$ cat src/rtl/arb_pkg.sv
// ----------------------------------------------------------------------------
// arb_pkg
//   Shared definitions for the round-robin arbiter family.
//   - arb_state_e : arbiter FSM states (IDLE, GRANT, GAP)
//   - HOLD_W      : width of the grant tenure counter
//   - calc_idw()  : width of an agent index, never less than 1 bit
// ----------------------------------------------------------------------------
package arb_pkg;

    typedef enum logic [1:0] {
        IDLE  = 2'd0,
        GRANT = 2'd1,
        GAP   = 2'd2
    } arb_state_e;

    localparam int HOLD_W = 8;

    // A single agent still needs a 1-bit index port.
    function automatic int calc_idw(input int n);
        return (n > 1) ? $clog2(n) : 1;
    endfunction

endpackage

$ cat src/rtl/arb_rr_pick.sv
// ----------------------------------------------------------------------------
// arb_rr_pick
//   Combinational round-robin priority picker. Returns the first set request
//   bit found searching upward from i_ptr, wrapping past the top agent.
//   The request vector is doubled and shifted down by the pointer, so the
//   wrap-around becomes a plain lowest-set-bit scan.
//
// Ports:
//   i_req    [N-1:0]   request vector
//   i_ptr    [IDW-1:0] search start index (0..N-1)
//   o_winner [IDW-1:0] index of the selected agent (0 when none)
//   o_any              high when any request bit is set
// ----------------------------------------------------------------------------
module arb_rr_pick
    import arb_pkg::*;
#(
    parameter int N   = 4,
    parameter int IDW = calc_idw(N)
) (
    input  logic [N-1:0]   i_req,
    input  logic [IDW-1:0] i_ptr,
    output logic [IDW-1:0] o_winner,
    output logic           o_any
);

    logic [2*N-1:0] w_dbl;
    logic [N-1:0]   w_rot;

    // NOTE: every output of a combinational block gets a default before any
    // conditional assignment, otherwise synthesis infers a latch.
    always_comb begin
        w_dbl    = {i_req, i_req};
        w_rot    = N'(w_dbl >> i_ptr);
        o_winner = '0;
        // Scan from the top down so the lowest rotated position wins.
        for (int i = N - 1; i >= 0; i--) begin
            if (w_rot[i]) begin
                o_winner = IDW'((int'(i_ptr) + i) % N);
            end
        end
    end

    assign o_any = |i_req;

endmodule

$ cat src/rtl/arb_rr_ctrl.sv
// ----------------------------------------------------------------------------
// arb_rr_ctrl
//   Round-robin arbiter driving the gnt side of the shared arbitration
//   interface. Issues at most one one-hot grant, held until the owner drops
//   its request. Every grant is followed by one GAP cycle, so two grants are
//   always separated by two cycles with gnt=0.
//
//   Optional tenure limit, enabled by defining ARB_TENURE_LIMIT_EN: a grant
//   that has lasted MAX_HOLD cycles is revoked (one-cycle revoke pulse) when
//   any other agent is requesting. Without the macro the hold counter does
//   not exist and revoke is tied low.
//
// Ports:
//   clk        rising-edge clock
//   reset      asynchronous active-low reset
//   req        per-agent level request
//   gnt        registered one-hot grant, or all zeros
//   owner      index of the current grantee (holds last value when idle)
//   owner_vld  high exactly when gnt != 0
//   revoke     one-cycle pulse when the tenure limit ends a grant
// ----------------------------------------------------------------------------
module arb_rr_ctrl
    import arb_pkg::*;
#(
    parameter int  num_agents = 4,
    parameter int  MAX_HOLD   = 16,
    localparam int IDW        = calc_idw(num_agents)
) (
    input  logic                  clk,
    input  logic                  reset,
    input  logic [num_agents-1:0] req,
    output logic [num_agents-1:0] gnt,
    output logic [IDW-1:0]        owner,
    output logic                  owner_vld,
    output logic                  revoke
);

    if (num_agents < 1 || num_agents > 32) begin : g_bad_num_agents
        $error("arb_rr_ctrl: num_agents out of range 1..32");
    end
    if (MAX_HOLD < 2 || MAX_HOLD > 255) begin : g_bad_max_hold
        $error("arb_rr_ctrl: MAX_HOLD out of range 2..255");
    end

    arb_state_e            r_state;
    logic [num_agents-1:0] r_gnt;
    logic [IDW-1:0]        r_owner;
    logic                  r_owner_vld;
    logic [IDW-1:0]        r_ptr;

    logic [IDW-1:0]        w_winner;
    logic                  w_any;
    logic [num_agents-1:0] w_win_onehot;
    logic                  w_owner_req;
    logic [IDW-1:0]        w_next_ptr;

`ifdef ARB_TENURE_LIMIT_EN
    localparam logic [HOLD_W-1:0] HOLD_MAX = HOLD_W'(MAX_HOLD - 1);

    logic [HOLD_W-1:0] r_hold;
    logic              r_revoke;
    logic              w_others;

    assign w_others = |(req & ~r_gnt);
`endif

    arb_rr_pick #(
        .N   (num_agents),
        .IDW (IDW)
    ) u_pick (
        .i_req    (req),
        .i_ptr    (r_ptr),
        .o_winner (w_winner),
        .o_any    (w_any)
    );

    // Index decode done by comparison so a single-agent build never
    // indexes with a wider-than-needed pointer.
    always_comb begin
        w_owner_req  = 1'b0;
        w_win_onehot = '0;
        for (int i = 0; i < num_agents; i++) begin
            if (IDW'(i) == r_owner) begin
                w_owner_req = req[i];
            end
            if (IDW'(i) == w_winner) begin
                w_win_onehot[i] = 1'b1;
            end
        end
    end

    // Next search start is one past the releasing owner, wrapping to 0.
    assign w_next_ptr = (int'(r_owner) == num_agents - 1) ? '0 : r_owner + IDW'(1);

    // NOTE: sequential state uses non-blocking assignments so every register
    // samples the pre-edge values regardless of statement order.
    always_ff @(posedge clk or negedge reset) begin
        if (!reset) begin
            r_state     <= IDLE;
            r_gnt       <= '0;
            r_owner     <= '0;
            r_owner_vld <= 1'b0;
            r_ptr       <= '0;
`ifdef ARB_TENURE_LIMIT_EN
            r_hold      <= '0;
            r_revoke    <= 1'b0;
`endif
        end else begin
`ifdef ARB_TENURE_LIMIT_EN
            r_revoke <= 1'b0;
`endif
            case (r_state)
                IDLE: begin
                    if (w_any) begin
                        r_state     <= GRANT;
                        r_gnt       <= w_win_onehot;
                        r_owner     <= w_winner;
                        r_owner_vld <= 1'b1;
`ifdef ARB_TENURE_LIMIT_EN
                        r_hold      <= '0;
`endif
                    end
                end

                GRANT: begin
                    // Owner release takes precedence over the tenure limit.
                    if (!w_owner_req) begin
                        r_state     <= GAP;
                        r_gnt       <= '0;
                        r_owner_vld <= 1'b0;
                        r_ptr       <= w_next_ptr;
                    end
`ifdef ARB_TENURE_LIMIT_EN
                    else if (r_hold == HOLD_MAX && w_others) begin
                        r_state     <= GAP;
                        r_gnt       <= '0;
                        r_owner_vld <= 1'b0;
                        r_ptr       <= w_next_ptr;
                        r_revoke    <= 1'b1;
                    end else if (r_hold != HOLD_MAX) begin
                        r_hold <= r_hold + HOLD_W'(1);
                    end
`endif
                end

                GAP: begin
                    r_state <= IDLE;
                end

                default: begin
                    r_state <= IDLE;
                end
            endcase
        end
    end

    assign gnt       = r_gnt;
    assign owner     = r_owner;
    assign owner_vld = r_owner_vld;

`ifdef ARB_TENURE_LIMIT_EN
    assign revoke = r_revoke;
`else
    assign revoke = 1'b0;
`endif

endmodule

$ cat config.mk
export PLATFORM = sky130hd
export DESIGN_NAME = arb_rr_ctrl
export DESIGN_NICKNAME = d
export VERILOG_FILES = /design/src/rtl/arb_pkg.sv /design/src/rtl/arb_rr_pick.sv /design/src/rtl/arb_rr_ctrl.sv
export SDC_FILE = /design/constraint.sdc
export NUM_CORES = 1
export LEC_CHECK = 0
export ABC_AREA = 0
export CAP_MARGIN = 30
export CORE_MARGIN = 2
export CORE_UTILIZATION = 40
export CTS_CLUSTER_DIAMETER = 40
export DETAILED_ROUTE_END_ITERATION = 12
export PLACE_DENSITY = 0.71
export SLEW_MARGIN = 20
export SYNTH_ARGS = -nofsm -noshare
export SYNTH_HDL_FRONTEND = slang
export SYNTH_SLANG_ARGS = --single-unit
$ cat constraint.sdc
create_clock -name clk -period 1.8 [get_ports clk]
set_clock_uncertainty 0.05 [all_clocks]
set_input_delay 0.18 -clock clk [delete_from_list [all_inputs] [get_ports clk]]
set_output_delay 0.18 -clock clk [all_outputs]
set_load 0.02 [all_outputs]
==> run summary, run 1 <==
The run finished with clean final reports. The cell type of the slowest stage on the worst timing path is sky130_fd_sc_hd__dfrtp_2. The sequential element share of the synthesized area is 0.455. The arrival time of the worst setup path came out at 1.79 ns. The power share of the combinational group came out at 0.555. The number of rows created at floorplan is 14.

The later pin in the worst-skew pair is clocked with a latency of around 0.26 ns. Once detail routing completed, the nets flagged for antenna violations numbered 0. For this design the total switching power over the nets is 529 uW.

14 I/O pins were placed. The height of the die is 42.9 um. The buffers plus inverters on the worst setup path is 1.

The sequential cell area in the final layout came out at 278 sq um. The switching share of power came out at 0.387. The HPWL reported at the end of detailed placement came out at 851 um. The count of synthesis-stage warnings from yosys is 0.

The post-route worst hold slack came out at 0.199 ns. The proportion of power drawn by flip-flops and latches came out at 0.330. The synthesized cell area came out at 604 sq um. TritonCTS built the clock tree. The critical path is of the reg2reg type. The worst reg-to-reg setup slack came out at 0.10 ns. The number of remaining DRC errors is 0.

The number of filler cells placed in the layout is 137. The fmax is 589 MHz. The area after detailed placement is 772 sq um.

Of the available clock period, the critical path in the final layout requires 0.943. The area growth from synthesis to final layout came out at 34.6%. The setup fix buffers added after clock tree synthesis is 0. The cell-internal power came out at 839 uW.

The via count of the first global-routing pass came out at 501. The leakage dissipation is 0.362 nW. The initial antenna violation count is 0. The layout net count came out at 88.

The setup slack after layout came out at 0.102 ns. The biggest fanout along the worst timing path is 6. Counting the buffers created by CTS gives 3. The per-cell via count in the routed design is 5.24. The number of antenna repair diodes came out at 0. The final-report max-slew violation count was 0. The synthesized design spends more area on one cell type than any other, namely sky130_fd_sc_hd__dfrtp_1. The area of the multi-input gates is 309 sq um. The number of buffers on the longest clock path came out at 2. The last weighted congestion value of the routability-driven placer came out at 0.758. The worst slack after detailed placement came out at 0.0268 ns. The sink count of the clock tree came out at 11.

With fillers left out, the area of the finished cells amounts to 813 sq um. The violation count after the first detailed-route iteration is 7. The placeable core region is about 1500 sq um.

Synthesis instantiated 29 different standard cells from the library. The count of mapped cells out of synthesis is slightly below 60. The number of violations of the max-capacitance limit came out at 0. The number of buffer cells added on primary ports came out at 12. The worst hold path belongs to the class in2async.

The via count of the routed design came out at 487. Setup violations remaining at the end of the flow were counted as 0. The average cell area after synthesis is 10.4 sq um. The synthesis-stage register bit count is 11. In the final layout, the share of cells above drive strength 1 is 0.247. For this design the ratio of total power to cell area is 1680 nW/um^2. In this run the number of H-tree levels came out at 1. The worst stage delay on the critical path is between 0.4 and 0.5 ns. The clock-pin slew on the worst setup and hold paths is 0.06 ns. The die area came out at 1840 sq um. The signal on the critical path passes through ha_2 > nand3b_1 > a211o_1 > nand2b_2 > inv_2 > mux2_2. The first global-routing pass estimated 2040 um of wire. The worst setup path is launched from a register. The global router's overall resource usage came out at 0.150. The die span in x came out at 42.9 um. Ranked by total cell area, the synthesized netlist is headed by sky130_fd_sc_hd__dfrtp_1 (46%), sky130_fd_sc_hd__ha_1 (8.3%), sky130_fd_sc_hd__mux2_2 (3.7%), sky130_fd_sc_hd__a32o_1 (3.3%), sky130_fd_sc_hd__o21ai_0 (3.3%). The post-detailed-routing wire length is 1150 um. The worst path in the final design needs a cycle of 1.70 ns, including I/O delays and setup. The cell sitting at the root of the clock tree is a sky130_fd_sc_hd__clkbuf_4. The pin count of the biggest net entering global routing is 12. The average wire per standard cell came out at roughly 12 um.

For the worst setup path, the data required time is 1.89 ns. The total nets after synthesis is 68. The dominant delay contributor by cell family on the critical path is flip-flops. The power share of the clock group came out at 0.115. The final hold violation count is 0. The number of buffers inserted for hold repair after clock tree synthesis came out at 0. The worst vdd rail ir drop is about 800 uV. The number of gates resized after CTS is 0. The top cell type's share of synthesized area came out at 0.455.

The type of destination of the critical path is a register. The aggregate negative setup slack is 0 ns. The remaining global-route overflow came out at 0. The effective utilization at floorplan is 0.416. The pre-antenna-repair detailed-routing pass consisted of 4 iterations.
-- power by group through the flow --
stage          clock network [mW]  logic [mW]  registers (mW)
2_1_floorplan                   0       0.381           0.516
3_3_place_gp                    0       0.738           0.452
3_5_place_dp                    0       0.739           0.453
4_1_cts                     0.167       0.746           0.449
5_1_grt                     0.180       0.842           0.474
6_report                    0.157       0.759           0.451
-- flip-flops by register name, summed over array words and instances (netlist names) --
name	cells
r_ptr	2
owner	2
owner_vld	1
gnt	4
r_state	2
-- metal layers --
metal | vias up | part of all wire | track usage
li1 | 248 | - | -
met1 | 221 | 0.48 | 0.186
met2 | 14 | 0.46 | 0.248
met3 | 4 | 0.040 | 0.0255
met4 | 0 | 0.017 | 0.0750
met5 | - | 0 | 0
-- final cells by class --
type,instances,share of cell area
Clock buffer,4,0.0323
Inverter,6,0.0277
Multi-Input combinational cell,39,0.380
Sequential cell,11,0.342
Tap cell,16,0.0246
Timing Repair Buffer,17,0.194
-- path summary, 6_finish.rpt --
check                                            from               endpoint  cells past startpoint
worst max-delay path             owner[0]$_DFFE_PN0P_   r_ptr[0]$_DFFE_PN0P_                      6
worst min-delay path                            reset     gnt[0]$_DFFE_PN0P_                      1
worst max register to register   owner[0]$_DFFE_PN0P_   r_ptr[0]$_DFFE_PN0P_                      6
worst min register to register  owner_vld$_DFFE_PN0P_  owner_vld$_DFFE_PN0P_                      2
max in group asynchronous                       reset   owner[1]$_DFFE_PN0P_                      1
min in group clk                owner_vld$_DFFE_PN0P_  owner_vld$_DFFE_PN0P_                      2
-- synthesized netlist by cell type --
library cell and instances:
sky130_fd_sc_hd__o21ai_0 4, sky130_fd_sc_hd__a211o_1 1, sky130_fd_sc_hd__a21o_1 1, sky130_fd_sc_hd__nand2b_1 2, sky130_fd_sc_hd__nand2_1 3, sky130_fd_sc_hd__mux2_2 2, sky130_fd_sc_hd__or3b_1 1, sky130_fd_sc_hd__o221ai_1 1
sky130_fd_sc_hd__ha_1 4, sky130_fd_sc_hd__a211oi_1 1, sky130_fd_sc_hd__a32o_1 2, sky130_fd_sc_hd__nor3b_1 1, sky130_fd_sc_hd__nor2b_1 1, sky130_fd_sc_hd__conb_1 1, sky130_fd_sc_hd__nor2_1 3, sky130_fd_sc_hd__nand2b_2 1
sky130_fd_sc_hd__inv_1 5, sky130_fd_sc_hd__nand3b_1 1, sky130_fd_sc_hd__o22ai_1 1, sky130_fd_sc_hd__o41ai_1 1, sky130_fd_sc_hd__nor3_1 1, sky130_fd_sc_hd__buf_2 1, sky130_fd_sc_hd__mux2i_1 1, sky130_fd_sc_hd__buf_4 1
sky130_fd_sc_hd__a21boi_0 2, sky130_fd_sc_hd__inv_2 1, sky130_fd_sc_hd__nand4b_1 1, sky130_fd_sc_hd__o32ai_1 2, sky130_fd_sc_hd__dfrtp_1 11
-- cells in the final DEF (no fill, tap or decap), types with 2 or more instances in the layout --
cell	n
sky130_fd_sc_hd__nand2b_1	2
sky130_fd_sc_hd__dfrtp_2	2
sky130_fd_sc_hd__inv_1	4
sky130_fd_sc_hd__dfrtp_1	9
sky130_fd_sc_hd__a21boi_0	2
sky130_fd_sc_hd__clkbuf_4	3
sky130_fd_sc_hd__o32ai_1	2
sky130_fd_sc_hd__clkdlybuf4s50_1	12
sky130_fd_sc_hd__o21ai_0	3
sky130_fd_sc_hd__nand2_1	3
sky130_fd_sc_hd__nor2_1	3
sky130_fd_sc_hd__ha_1	2
sky130_fd_sc_hd__a32o_1	2
sky130_fd_sc_hd__buf_4	5
sky130_fd_sc_hd__inv_2	2
sky130_fd_sc_hd__ha_2	2
sky130_fd_sc_hd__mux2_2	2
-- logic make-up after synthesis --
| family | Yosys count | synth area share |
|---|---|---|
| AO/OA/AOI/OAI | 16 | 0.199 |
| adder cells (fa/ha/maj) | 4 | 0.0828 |
| other | 1 | 0.00621 |
| multiplexers | 3 | 0.0538 |
| flip-flops | 11 | 0.455 |
| buffers and inverters | 8 | 0.0580 |
| AND/OR/NAND/NOR | 15 | 0.145 |
-- metrics by stage --
stage          utilization  power [mW]  instances
6_report             0.559        1.37         93
5_1_grt              0.559        1.50         93
4_1_cts              0.549        1.36         93
3_5_place_dp         0.531        1.19         89
3_3_place_gp         0.531        1.19         89
2_1_floorplan            -       0.897         58
No activity file was read; power rests on OpenSTA's default activity.
==> inputs of run 2 (changes only) <==
--- a/config.mk
+++ b/config.mk
@@ -7,7 +7,6 @@
 export LEC_CHECK = 0
 export ABC_AREA = 0
 export CAP_MARGIN = 30
-export CORE_MARGIN = 2
 export CORE_UTILIZATION = 40
 export CTS_CLUSTER_DIAMETER = 40
 export DETAILED_ROUTE_END_ITERATION = 12
==> run summary, run 2 (synthesized netlist as in run 1, its figures left out) <==
The worst reg-to-reg setup slack came out at 0.10 ns (about the same). The global router's overall resource usage came to 0.185 (+0.0349). The residual antenna-violating net count after detailed routing came to 0 (unchanged).

The end point of the critical path is r_ptr[1]$_DFFE_PN0P_. The depth of the most critical reg-to-reg path is 6 (unchanged). The first element of the critical path is owner[0]$_DFFE_PN0P_.

The HPWL reported at the end of detailed placement came out at 911 um (+7.1%). The final-report setup violation count was 0 (unchanged). The area growth from synthesis to final layout came out at 32.7%. The launch point of the worst reg-to-reg path is owner[0]$_DFFE_PN0P_. The area of the multi-input gates came out at 307 sq um (-0.81%).

The number of buffer cells added on primary ports came out at 12 (unchanged). TritonCTS built the clock tree. The pin count of the biggest net entering global routing is 12 (unchanged).

The type of destination of the critical path is a register. The first-pass GRT wire length is 1920 um (-6.1%). The last weighted congestion value of the routability-driven placer is 0.698 (-7.9%). The switching power came out at 543 uW (+2.6%).

The number of antenna repair diodes was 0 (unchanged). The arrival time of the worst setup path is 1.80 ns (about the same). The fmax was 589 MHz (about the same).

The number of buffers on the longest clock path came out at 2 (unchanged). The number of remaining DRC errors is 0 (unchanged). The via count of the routed design came out at 508 (+4.3%). The post-detailed-routing wire length is 1230 um (+6.8%).

The initial antenna violation count came out at 0 (unchanged). The height of the die is 40.9 um (-4.7%). The average wire per standard cell is 13.5 um (+9.1%). Walking the worst path, the cells encountered are ha_2 > a211oi_2 > a211o_1 > nand2b_2 > inv_2 > mux2_2. The endpoint identified for the worst register-to-register timing path is r_ptr[1]$_DFFE_PN0P_. The total I/O pin count came to 14 (unchanged). Setup repair after global routing left no endpoint under its margin. The violation count after the first detailed-route iteration came out at 8 (+1). The biggest fanout along the worst timing path is 6 (unchanged). The worst vdd rail ir drop is 758 uV (-5.5%). The number of violations of the max-capacitance limit is 0 (unchanged). The final-report max-slew violation count is 0 (unchanged). The later-pin clock latency in the skew report came out at 0.27 ns (about the same). The worst slack after detailed placement is 0.00633 ns (-0.0205 ns). The aggregate negative setup slack was 0 ns (unchanged). The buffers plus inverters on the worst setup path came out at 1 (unchanged). The number of buffers added by the clock tree synthesis step was 3 (unchanged).

The clock-pin slew on the worst setup and hold paths is 0.06 ns (about the same). The tightest min-delay check is of the in2async type. The number of rows created at floorplan is 13 (-1). The power consumption was 1.38 mW (+0.76%). The die span in x came out at 40.9 um (-4.7%). The summed area of non-filler cells in the final layout came to 802 sq um (-1.4%). The number of buffers inserted for hold repair after clock tree synthesis came out at 0 (unchanged). The top cell types in the final layout, fill and taps aside, are sky130_fd_sc_hd__clkdlybuf4s50_1 (12), sky130_fd_sc_hd__dfrtp_1 (9), sky130_fd_sc_hd__inv_1 (4), sky130_fd_sc_hd__o21ai_0 (4), sky130_fd_sc_hd__buf_4 (4). The sink count of the clock tree came out at 11 (unchanged). The power share of the combinational group came to 0.550 (-0.005). The worst setup path is launched from a register. The number of filler cells placed in the layout came out at 124 (-9.5%).

The number of detailed-routing iterations run before antenna repair is 4 (unchanged). The critical path is of the reg2reg type. The switching share of power was 0.394 (+0.00724). The power share of the clock group came out at 0.118 (+0.003). The instance count on the critical path is 6 (unchanged). The leakage dissipation came out at 0.354 nW (-2.3%). The effective utilization at floorplan is 0.448 (+0.0320). The ratio of cells with drive above 1 in the final layout is 0.237 (-0.00991). The layout net count is 87 (-1.1%). The worst stage delay on the critical path is 0.44 ns (about the same). The clock root buffer master is sky130_fd_sc_hd__clkbuf_4. The proportion of power drawn by flip-flops and latches is 0.333 (+0.003). The clock period minus worst slack is 1.70 ns (+0.000671 ns). The ratio of total power to cell area came out at 1720 nW/um^2 (+2.2%). The flip-flop count of the largest register, all copies and words added was 4 (unchanged). The count of H-tree levels built during CTS is 1 (unchanged). The most frequent standard cell in the layout excluding fill and tap cells is sky130_fd_sc_hd__clkdlybuf4s50_1.

The run finished with clean final reports. The per-cell via count in the routed design is 5.58 (+6.6%). The final hold violation count was 0 (unchanged).

The cell-internal power came out at 836 uW (-0.43%). The setup slack after layout is 0.102 ns (-0.000671 ns). The slowest stage of the critical path belongs to the cell sky130_fd_sc_hd__dfrtp_2. The die area is 1670 sq um (-9.1%). The remaining global-route overflow is 0 (unchanged). The sequential cell area in the final layout came out at 278 sq um (unchanged). The data required time at the worst endpoint came out at 1.90 ns (about the same). The via count of the first global-routing pass is 480 (-4.2%). The placeable core region came out at 1350 sq um (-7.1%). The final period utilization came out at 0.943 (about the same). The area after detailed placement is 763 sq um (-1.1%). The setup fix buffers added after clock tree synthesis came out at 0 (unchanged). The kind of cell with the highest combined delay along the critical path is flip-flops.
## run 2: changes by cell type in the layout (fill, tap and decap cells not counted)
cell                      previous run  this run
sky130_fd_sc_hd__buf_4               5         4
sky130_fd_sc_hd__ha_1                2         1
sky130_fd_sc_hd__ha_2                2         3
sky130_fd_sc_hd__nor3b_1             0         1
sky130_fd_sc_hd__nor3b_2             1         0
sky130_fd_sc_hd__o21ai_0             3         4
sky130_fd_sc_hd__o21ai_1             1         0
## run 2: metrics by stage
step	utilization	hold slack [ns]	instances
finish	0.594	0.188	91
global route	0.594	0.219	91
CTS	0.589	0.196	91
detailed placement	0.565	0.466	87
global placement	0.565	0.464	87
floorplan	-	-0.166	58
## run 2: worst min-delay path by stage
stage	startpoint	endpoint	slack (ns)	depth (start not counted)
finish	reset	gnt[2]$_DFFE_PN0P_	0.19	1
global route	reset	gnt[2]$_DFFE_PN0P_	0.22	1
CTS	reset	r_ptr[1]$_DFFE_PN0P_	0.20	1
detailed placement	gnt[2]$_DFFE_PN0P_	gnt[2]$_DFFE_PN0P_	0.47	1
global placement	gnt[3]$_DFFE_PN0P_	gnt[3]$_DFFE_PN0P_	0.46	1
floorplan	reset	gnt[0]$_DFFE_PN0P_	-0.17	0
## run 2: routing by layer
| metal | vias up | part of all wire | wire length [um] | track usage |
|---|---|---|---|---|
| li1 | 243 | - | - | - |
| met1 | 239 | 0.49 | 605 | 0.216 |
| met2 | 21 | 0.43 | 523 | 0.293 |
| met3 | 5 | 0.053 | 65 | 0.0326 |
| met4 | 0 | 0.028 | 35 | 0.150 |
| met5 | - | 0 | 0 | 0 |
## run 2: power groups by stage
stage               Sequential, mW  Combinational, mW  Clock, mW
floorplan                    0.516              0.381          0
global placement             0.455              0.737          0
detailed placement           0.459              0.745          0
CTS                          0.454              0.761      0.173
global route                 0.474              0.843      0.183
finish                       0.458              0.758      0.162
## run 2: layout make-up
class,instances,share of cell area
Tap cell,15,0.0234
Timing Repair Buffer,16,0.187
Multi-Input combinational cell,39,0.382
Inverter,6,0.0281
Clock buffer,4,0.0328
Sequential cell,11,0.346
## run 2: repair_timing
action / CTS / global route
resized for setup: 1 / 4
pin swaps: 0 / 2
setup endpoints to repair: 1 / 6
